### config.mk
export PLATFORM = sky130hd
export DESIGN_NAME = heap_sort5_core
export DESIGN_NICKNAME = d
export VERILOG_FILES = /design/src/rtl/heap_sort5_core.sv
export SDC_FILE = /design/constraint.sdc
export NUM_CORES = 1
export LEC_CHECK = 0
export ABC_AREA = 1
export BUFFER_PORTS_ARGS = -buffer_cell sky130_fd_sc_hd__buf_2
export CORE_MARGIN = 1.5
export CORE_UTILIZATION = 35
export CTS_CLUSTER_SIZE = 28
export DETAILED_ROUTE_END_ITERATION = 8
export PLACE_DENSITY = 0.55
export SLEW_MARGIN = 20
export SYNTH_ARGS = -nofsm -noshare
export SYNTH_HDL_FRONTEND = slang
export SYNTH_SLANG_ARGS = --single-unit
### constraint.sdc
create_clock -name system1000 -period 16.9 [get_ports system1000]
set_input_delay 0.845 -clock system1000 [delete_from_list [all_inputs] [get_ports system1000]]
set_output_delay 0.845 -clock system1000 [all_outputs]
set_load 0.02 [all_outputs]
### src/rtl/heap_sort5_core.sv
// heap_sort5_core: sequential heap sort of five 32-bit unsigned values.
// A max-heap is built in place, then the root is repeatedly swapped to the
// tail and re-sifted. One sift step or one swap runs per cycle. The sorted
// vector is emitted as a single-cycle tagged result.
module heap_sort5_core (
  input  logic         system1000,
  input  logic         system1000_rstn,
  input  logic [160:0] eta_i1,
  output logic [160:0] topLet_o
);

  typedef enum logic [2:0] {S_IDLE, S_BUILD, S_SWAP, S_SIFT, S_OUT} state_e;

  state_e           state_q, state_d;
  logic [4:0][31:0] a_q, a_d;
  logic [2:0]       k_q, k_d;
  logic [2:0]       m_q, m_d;
  logic             phase_q, phase_d;   // build: 0 = sifting node 1, 1 = node 0
  logic [160:0]     res_q, res_d;

  logic [3:0] l_idx, r_idx;
  logic       l_ok, r_ok;
  logic [2:0] sel;
  logic       sift_done;
  logic [2:0] end_idx;

  // Sift step: pick the largest of node and its in-heap children, ties keep
  // the node, then the left child. The sift ends when nothing moves or the
  // moved-to node has no child inside the heap.
  always_comb begin
    l_idx = {k_q, 1'b1};
    r_idx = l_idx + 4'd1;
    l_ok  = l_idx < {1'b0, m_q};
    r_ok  = r_idx < {1'b0, m_q};
    sel   = k_q;
    if (l_ok && (a_q[l_idx[2:0]] > a_q[sel])) sel = l_idx[2:0];
    if (r_ok && (a_q[r_idx[2:0]] > a_q[sel])) sel = r_idx[2:0];
    sift_done = (sel == k_q) || ({sel, 1'b1} >= {1'b0, m_q});
    end_idx   = m_q - 3'd1;
  end

  // State register
  always_ff @(posedge system1000 or posedge system1000_rstn) begin
    if (system1000_rstn) state_q <= S_IDLE;
    else                 state_q <= state_d;
  end

  // Next-state: build two sifts, then swap/sift until the heap holds one
  // element; the final sift over a one-element heap is empty, so the last
  // swap goes straight to OUT.
  always_comb begin
    state_d = state_q;
    case (state_q)
      S_IDLE:  if (eta_i1[160]) state_d = S_BUILD;
      S_BUILD: if (sift_done && phase_q) state_d = S_SWAP;
      S_SWAP:  state_d = (end_idx == 3'd1) ? S_OUT : S_SIFT;
      S_SIFT:  if (sift_done) state_d = S_SWAP;
      S_OUT:   state_d = S_IDLE;
      default: state_d = S_IDLE;
    endcase
  end

  // Datapath / output: load, sift swaps, root-to-tail swaps, result capture.
  always_comb begin
    a_d     = a_q;
    k_d     = k_q;
    m_d     = m_q;
    phase_d = phase_q;
    res_d   = {1'b0, res_q[159:0]};
    case (state_q)
      S_IDLE: begin
        if (eta_i1[160]) begin
          for (int i = 0; i < 5; i++) a_d[i] = eta_i1[159-32*i -: 32];
          k_d     = 3'd1;
          m_d     = 3'd5;
          phase_d = 1'b0;
        end
      end
      S_BUILD, S_SIFT: begin
        if (sel != k_q) begin
          a_d[k_q] = a_q[sel];
          a_d[sel] = a_q[k_q];
          k_d      = sel;
        end
        if (sift_done && (state_q == S_BUILD) && !phase_q) begin
          k_d     = 3'd0;
          phase_d = 1'b1;
        end
      end
      S_SWAP: begin
        a_d[0]       = a_q[end_idx];
        a_d[end_idx] = a_q[0];
        m_d          = end_idx;
        k_d          = 3'd0;
      end
      S_OUT: begin
        res_d = {1'b1, a_q[0], a_q[1], a_q[2], a_q[3], a_q[4]};
      end
      default: ;
    endcase
  end

  // Datapath registers
  always_ff @(posedge system1000 or posedge system1000_rstn) begin
    if (system1000_rstn) begin
      a_q     <= '0;
      k_q     <= '0;
      m_q     <= '0;
      phase_q <= 1'b0;
      res_q   <= '0;
    end else begin
      a_q     <= a_d;
      k_q     <= k_d;
      m_q     <= m_d;
      phase_q <= phase_d;
      res_q   <= res_d;
    end
  end

  assign topLet_o = res_q;

endmodule

==> flow_metrics.py, run 1 <==
metrics = {
    "final_layout": {
        "layout.cells.non_filler": 5686,
        "finalNetCount": 4848,
        "area_delta_synth_final_pct": 12.3,
        "drive_gt1_frac": 0.108,
        "layout_common_cells": "1210 x nand2_1, 647 x o21ai_0, 550 x nor2_1, 418 x inv_1, 391 x a21oi_1",
        "fillers": 8625,
        "final_common_cell": "nand2_1",
        "antenna_cells": 0,
    },
    "clock_network": {
        "clk_latency_ps": 610,
        "cts_setup_buffers": 0,
        "cts_resized": 0,
        "tritoncts": "done",
        "cts_buffers": 44,
        "clk_pin_slew_ps": 70,
        "clk_path_buf_depth": 3,
        "h-tree-depth": 2,
        "clock_tree.root_cell": "clkbuf_16",
        "hold_buffers": 0,
        "cts_sinks": 331,
    },
    "setup_path": {
        "critPathCaptureType": "flop",
        "worstPathMaxFanout": 71,
        "rr_worst_depth": 41,
        "critical_path_class": "flop to flop",
        "start_kind": "flop",
        "slowest_delay_ps": 980,
        "slowest_stage": "nand2_4",
        "crit_buf_inv": 11,
        "required_ps": 17370,
        "r2r_slack_ps": 5240,
        "r2r-end": "a_q[16]",
        "reg2reg_from": "k_q[0]",
        "critical_path_arrival_ps": 12130,
        "crit_family": "simple AND/OR/NAND/NOR gates",
        "crit_top_cell": "nand2_1",
    },
    "place": {
        "placed_cells": 5607,
        "placement.io_buffers": 323,
        "gp_congestion": 0.937,
        "place_ws_ps": 5410,
        "place.detailed.hpwl_um": 82600,
    },
    "synth": {
        "synth_warnings": 0,
        "yosysUniqueCellTypes": 41,
        "syn_inst": 4555,
        "async_reset_ff_frac": 1.00,
        "synth-main-ff-cell": "dfrtp_1",
        "synth_edf_count": 0,
        "avgSynthCellArea_um2": 6.04,
        "ys_seq_area_frac": 0.301,
        "synthesis.area_mm2": 0.0275,
        "synth-seq-cells": 331,
        "syn-num-nets": 4790,
    },
    "global_routing": {
        "groute.usage.overall": 0.311,
        "gr-total-overflow": 0,
        "grt_start_max_net_pins": 147,
        "grt_pass1_vias": 30200,
        "grt_antenna_before_repair": 3,
        "grt_pass1_wl_um": 194000,
    },
    "drt": {
        "ant_nets": 0,
        "viasPerCell": 5.65,
        "drt_iter0_markers": 3880,
        "route.vias.total": 32100,
        "post_drt_wl_per_cell_um": 22.7,
        "route.final.wire_length_um": 129000,
        "first_pass_iters": 5,
        "drcViolationCount": 0,
    },
    "timing": {
        "fin_ws_ps": 5240,
        "fin_crit_sh": 0.690,
        "setup_violations": 0,
        "rsz0062_at_grt": "no",
        "relSlewSlack": 0.232,
        "tightest_slew_ps": 1150,
        "finalCriticalPeriod_ps": 11660,
        "fin_tns_setup_ps": 0,
        "fmax_mhz": 85.8,
        "finalHoldViolCount": 0,
        "fin_skew_ps": 25.1,
        "drv_slew": 0,
    },
    "worst_hold_path": {
        "min_path_type": "input pin to asynchronous set/reset pin",
    },
    "floorplan": {
        "num_rows": 102,
        "io_pins": 324,
        "die_h_um": 283,
        "dieArea_mm2": 0.0803,
        "start_util": 0.355,
        "die_w_um": 283,
        "core_area_mm2": 0.0776,
    },
    "run_status": {
        "status": "completed",
    },
    "run": {
        "maxCapViolations": 0,
    },
}
## flip-flops by register name (all words and copies together), names as in the netlist
register and cells:
m_q 3, k_q 3, state_q 3, topLet_o 161, phase_q 1, a_q 160
## synth_stat cells (all sizes together) (2+ instances only)
master   instances  area [µm²]
a211oi           2        15.0
a21o             2        15.0
a21oi          401        2040
a221oi          30         263
a31oi           59         369
a32oi            5        43.8
buf            110         552
clkbuf         248         932
clkinv           3        11.3
dfrtp          331        8280
ha              72         901
inv            434        1630
nand2         1228        4630
nand3          234        1180
nand4           36         225
nor2           557        2090
nor3             3        37.5
o2111ai         30         263
o211ai          31         233
o21a             4        30.0
o21ai          681        3410
o21bai           3        22.5
o22ai           45         282
## worst max-delay path by stage
stage | startpoint | to | slack (ps) | depth (start not counted)
2_1_floorplan | system1000_rstn | a_q[0] | 6890 | 1
3_3_place_gp | k_q[0] | a_q[12] | 5560 | 39
3_5_place_dp | k_q[0] | a_q[16] | 5410 | 41
4_1_cts | k_q[0] | a_q[16] | 5370 | 41
5_1_grt | k_q[0] | a_q[12] | 4590 | 46
6_report | k_q[0] | a_q[16] | 5240 | 41
## per-layer routing
metal / global-route usage / up-vias / wire, µm
li1: - / 15100 / -
met1: 0.426 / 14900 / 55000
met2: 0.481 / 1821 / 55700
met3: 0.0653 / 281 / 13400
met4: 0.109 / 2 / 4800
met5: 0 / - / 12
## area by class of cell
cell class	count	area, µm²	area share
clock inverter	22	236	0.00765
inverter	437	1660	0.0537
timing repair buffer	370	1990	0.0645
multi-input combinational	3429	16200	0.525
sequential	331	8290	0.268
clock buffer	57	1200	0.0389
tap	1040	1300	0.0421
## stage by stage
stage | cell area (µm²) | hold WS (ps) | utilization
after global placement | 29500 | 460 | 0.380
after floorplan | 27500 | 501 | -
after detailed placement | 29500 | 468 | 0.380
after CTS | 30900 | 387 | 0.398
final | 30900 | 338 | 0.398
after global routing | 30900 | 414 | 0.398
## logic make-up (layout without fill, tap and decap cells)
| group | after synthesis | count (layout) | synth area share |
|---|---|---|---|
| simple gates | 2061 | 2061 | 0.298 |
| compound gates | 1295 | 1295 | 0.255 |
| flops | 331 | 331 | 0.301 |
| buf+inv | 795 | 886 | 0.114 |
| xor+xnor | 1 | 1 | 0.000318 |
| fa+ha+maj | 72 | 72 | 0.0327 |
Power of run 1 is not shown: default switching activity piles up to over one toggle a cycle in this logic, so the estimate is an artifact.
==> run 2: changes to the inputs <==
--- a/config.mk
+++ b/config.mk
@@ -5,13 +5,13 @@
 export SDC_FILE = /design/constraint.sdc
 export NUM_CORES = 1
 export LEC_CHECK = 0
-export ABC_AREA = 1
+export ABC_AREA = 0
 export BUFFER_PORTS_ARGS = -buffer_cell sky130_fd_sc_hd__buf_2
 export CORE_MARGIN = 1.5
 export CORE_UTILIZATION = 35
 export CTS_CLUSTER_SIZE = 28
 export DETAILED_ROUTE_END_ITERATION = 8
-export PLACE_DENSITY = 0.55
+export PLACE_DENSITY = 0.58
 export SLEW_MARGIN = 20
 export SYNTH_ARGS = -nofsm -noshare
 export SYNTH_HDL_FRONTEND = slang
==> constraint.sdc (replaced) <==
create_clock -name system1000 -period 10.01 [get_ports system1000]
set_input_delay 0.5005 -clock system1000 [delete_from_list [all_inputs] [get_ports system1000]]
set_output_delay 0.5005 -clock system1000 [all_outputs]
set_load 0.02 [all_outputs]
==> run 2 against run 1 <==
Effect of this change: clock skew down 4.8 ps; area after synthesis shrank 5.0%; die area down 4.9%; first-iteration DRC count decreased by 3.5%; non-clock buffer count rose by 58; synthesized cell count down 32%; wire length shrank 8.4%.
==> flow_metrics.py, run 2 <==
metrics = {
    "drt": {
        "first_pass_iters": 9,
        "maxUsedRoutingLayer": "met5",
        "drcViolationCount": 0,
        "viasPerCell": 6.49,
        "m1WireLength_um": 47700,
        "route.final.wire_length_um": 118000,
        "met3_length_um": 13200,
        "route.vias.total": 27200,
        "post_drt_wl_per_cell_um": 28.3,
        "dr_wl_met2_um": 50700,
        "drt_iter0_markers": 3745,
        "ant_nets": 0,
    },
    "floorplan": {
        "io_pins": 324,
        "num_rows": 100,
        "core_area_mm2": 0.0742,
        "die_w_um": 276,
        "dieArea_mm2": 0.0764,
        "die_h_um": 276,
        "start_util": 0.352,
    },
    "final_layout": {
        "drive_gt1_frac": 0.249,
        "area_delta_synth_final_pct": 13.6,
        "largest_reg_flops": 161,
        "final_common_cell": "a21oi_1",
        "finalNetCount": 3416,
        "layout_common_cells": "355 x a21oi_1, 327 x dfrtp_1, 323 x buf_2, 244 x o21ai_0, 241 x nand2_1",
    },
    "timing": {
        "fin_tns_setup_ps": 0,
        "finalCriticalPeriod_ps": 9050,
        "rsz0062_at_grt": "no",
        "relSlewSlack": 0.197,
        "drv_slew": 0,
        "fin_crit_sh": 0.904,
        "fin_skew_ps": 20.4,
        "finalHoldViolCount": 0,
        "tightest_slew_ps": 1200,
        "setup_violations": 0,
        "fmax_mhz": 110,
    },
    "global_routing": {
        "grt_pass1_wl_um": 175000,
        "grt_start_max_net_pins": 162,
        "gr-total-overflow": 0,
        "groute.usage.overall": 0.300,
        "grt_antenna_before_repair": 3,
        "grt_pass1_vias": 25800,
    },
    "synth": {
        "ys_top_cells_by_area": "dfrtp_1 32%, mux2_2 8.4%, a21oi_1 6.8%",
        "yosysMostFrequentCell": "a21oi_1",
        "syn-num-nets": 3334,
        "synth-main-ff-cell": "dfrtp_1",
        "syn_inst": 3099,
        "yosysTopAreaCellShare": 0.317,
        "async_reset_ff_frac": 1.00,
        "synth-seq-cells": 331,
        "synthesis.area_mm2": 0.0262,
        "synth_top_area_cell": "dfrtp_1",
        "avgSynthCellArea_um2": 8.44,
        "synth_edf_count": 0,
        "yosysUniqueCellTypes": 88,
        "ys_seq_area_frac": 0.317,
        "synth_commonest_cells": "356 x a21oi_1, 331 x dfrtp_1, 267 x clkbuf_1",
        "synth_warnings": 0,
    },
    "setup_path": {
        "reg2reg_from": "k_q[0]",
        "worstPathMaxFanout": 42,
        "critical_path_class": "flop to flop",
        "start_kind": "flop",
        "critical_path_arrival_ps": 9540,
        "critPathCaptureType": "flop",
        "r2r_slack_ps": 960,
        "required_ps": 10490,
        "rr_worst_depth": 27,
        "r2r-end": "a_q[27]",
    },
    "clock_network": {
        "hold_buffers": 0,
        "h-tree-depth": 2,
        "cts_sinks": 331,
        "cts_setup_buffers": 0,
        "clk_pin_slew_ps": 60,
        "clock_tree.root_cell": "clkbuf_16",
        "cts_resized": 0,
        "cts_buffers": 40,
        "clk_latency_ps": 590,
        "clk_path_buf_depth": 3,
        "tritoncts": "done",
    },
    "run": {
        "maxCapViolations": 0,
    },
    "place": {
        "gp_congestion": 0.968,
        "placement.io_buffers": 323,
        "place.detailed.hpwl_um": 79000,
    },
    "worst_hold_path": {
        "min_path_type": "input pin to asynchronous set/reset pin",
    },
    "run_status": {
        "status": "completed",
    },
}
-- run 2: changes by cell type after synthesis, sizes merged, moves of 43 or more --
cell | previous run | this run
o221ai | 0 | 59
o21ai | 681 | 274
nor2 | 557 | 241
nor3 | 3 | 59
mux2 | 0 | 194
a22oi | 0 | 116
a21oi | 401 | 358
nand3 | 234 | 49
inv | 434 | 23
mux2i | 0 | 136
nand2 | 1228 | 250
-- run 2: layer usage --
| metal | track usage | vias up |
|---|---|---|
| met5 | 0 | - |
| met4 | 0.147 | 2 |
| met3 | 0.0737 | 403 |
| met2 | 0.445 | 1878 |
| met1 | 0.405 | 13100 |
| li1 | - | 11800 |
-- run 2: how the worst max path moves through the flow --
stage,end,from
floorplan,a_q[0],system1000_rstn
global placement,a_q[27],k_q[0]
detailed placement,a_q[27],k_q[0]
CTS,a_q[27],k_q[0]
global route,a_q[27],k_q[0]
finish,a_q[27],k_q[0]
-- run 2: final cells by class --
class | instances | area [µm²]
fillers | 7500 | 44500
flip-flops and latches | 331 | 8290
repair buffers | 428 | 2570
clock inverters | 15 | 121
inverters | 23 | 93.8
clock buffers | 55 | 1160
multi-input cells | 2357 | 16200
diodes | 3 | 7.51
well taps | 969 | 1210
-- run 2: per-stage QoR --
step           instance area, µm²  hold WS (ps)  worst slack, ps   util  cells
2_1_floorplan               26200           512              341      -   3099
3_3_place_gp                28400           484             1270  0.382   4106
3_5_place_dp                28400           490             1170  0.382   4106
4_1_cts                     29600          81.5             1100  0.400   4176
5_1_grt                     29700           106              474  0.400   4178
6_report                    29700          22.9              959  0.400   4181
-- run 2: kinds of logic (layout without fill, tap and decap cells) --
| kind of cell | after synthesis | count (layout) | share of synthesized area |
|---|---|---|---|
| simple gates | 740 | 740 | 0.131 |
| mux | 348 | 348 | 0.152 |
| flops | 331 | 331 | 0.317 |
| buf+inv | 411 | 521 | 0.0683 |
| xor+xnor | 4 | 4 | 0.00134 |
| compound gates | 1193 | 1193 | 0.297 |
| other cells | 0 | 3 | 0 |
| fa+ha+maj | 72 | 72 | 0.0344 |
-- run 2: critical path, stage by stage, from the launching register on --
cell,delay [ps]
dfrtp_4,880
buf_4,620
mux2i_1,240
o21ai_0,90
a21oi_1,700
ha_1,300
nand4_1,200
nor4_1,550
nor3b_2,300
o31a_2,450
nor2_2,100
a21oi_4,510
buf_12,270
mux2i_1,200
o21ai_0,90
a22oi_1,180
ha_1,280
nor2b_2,160
o211ai_2,140
a2111oi_2,100
o41ai_2,500
a21o_4,390
mux2i_2,310
buf_4,320
o21ai_0,210
a211oi_2,380
a21oi_1,120
o31ai_1,240
Power of run 2 is left out for the same reason.
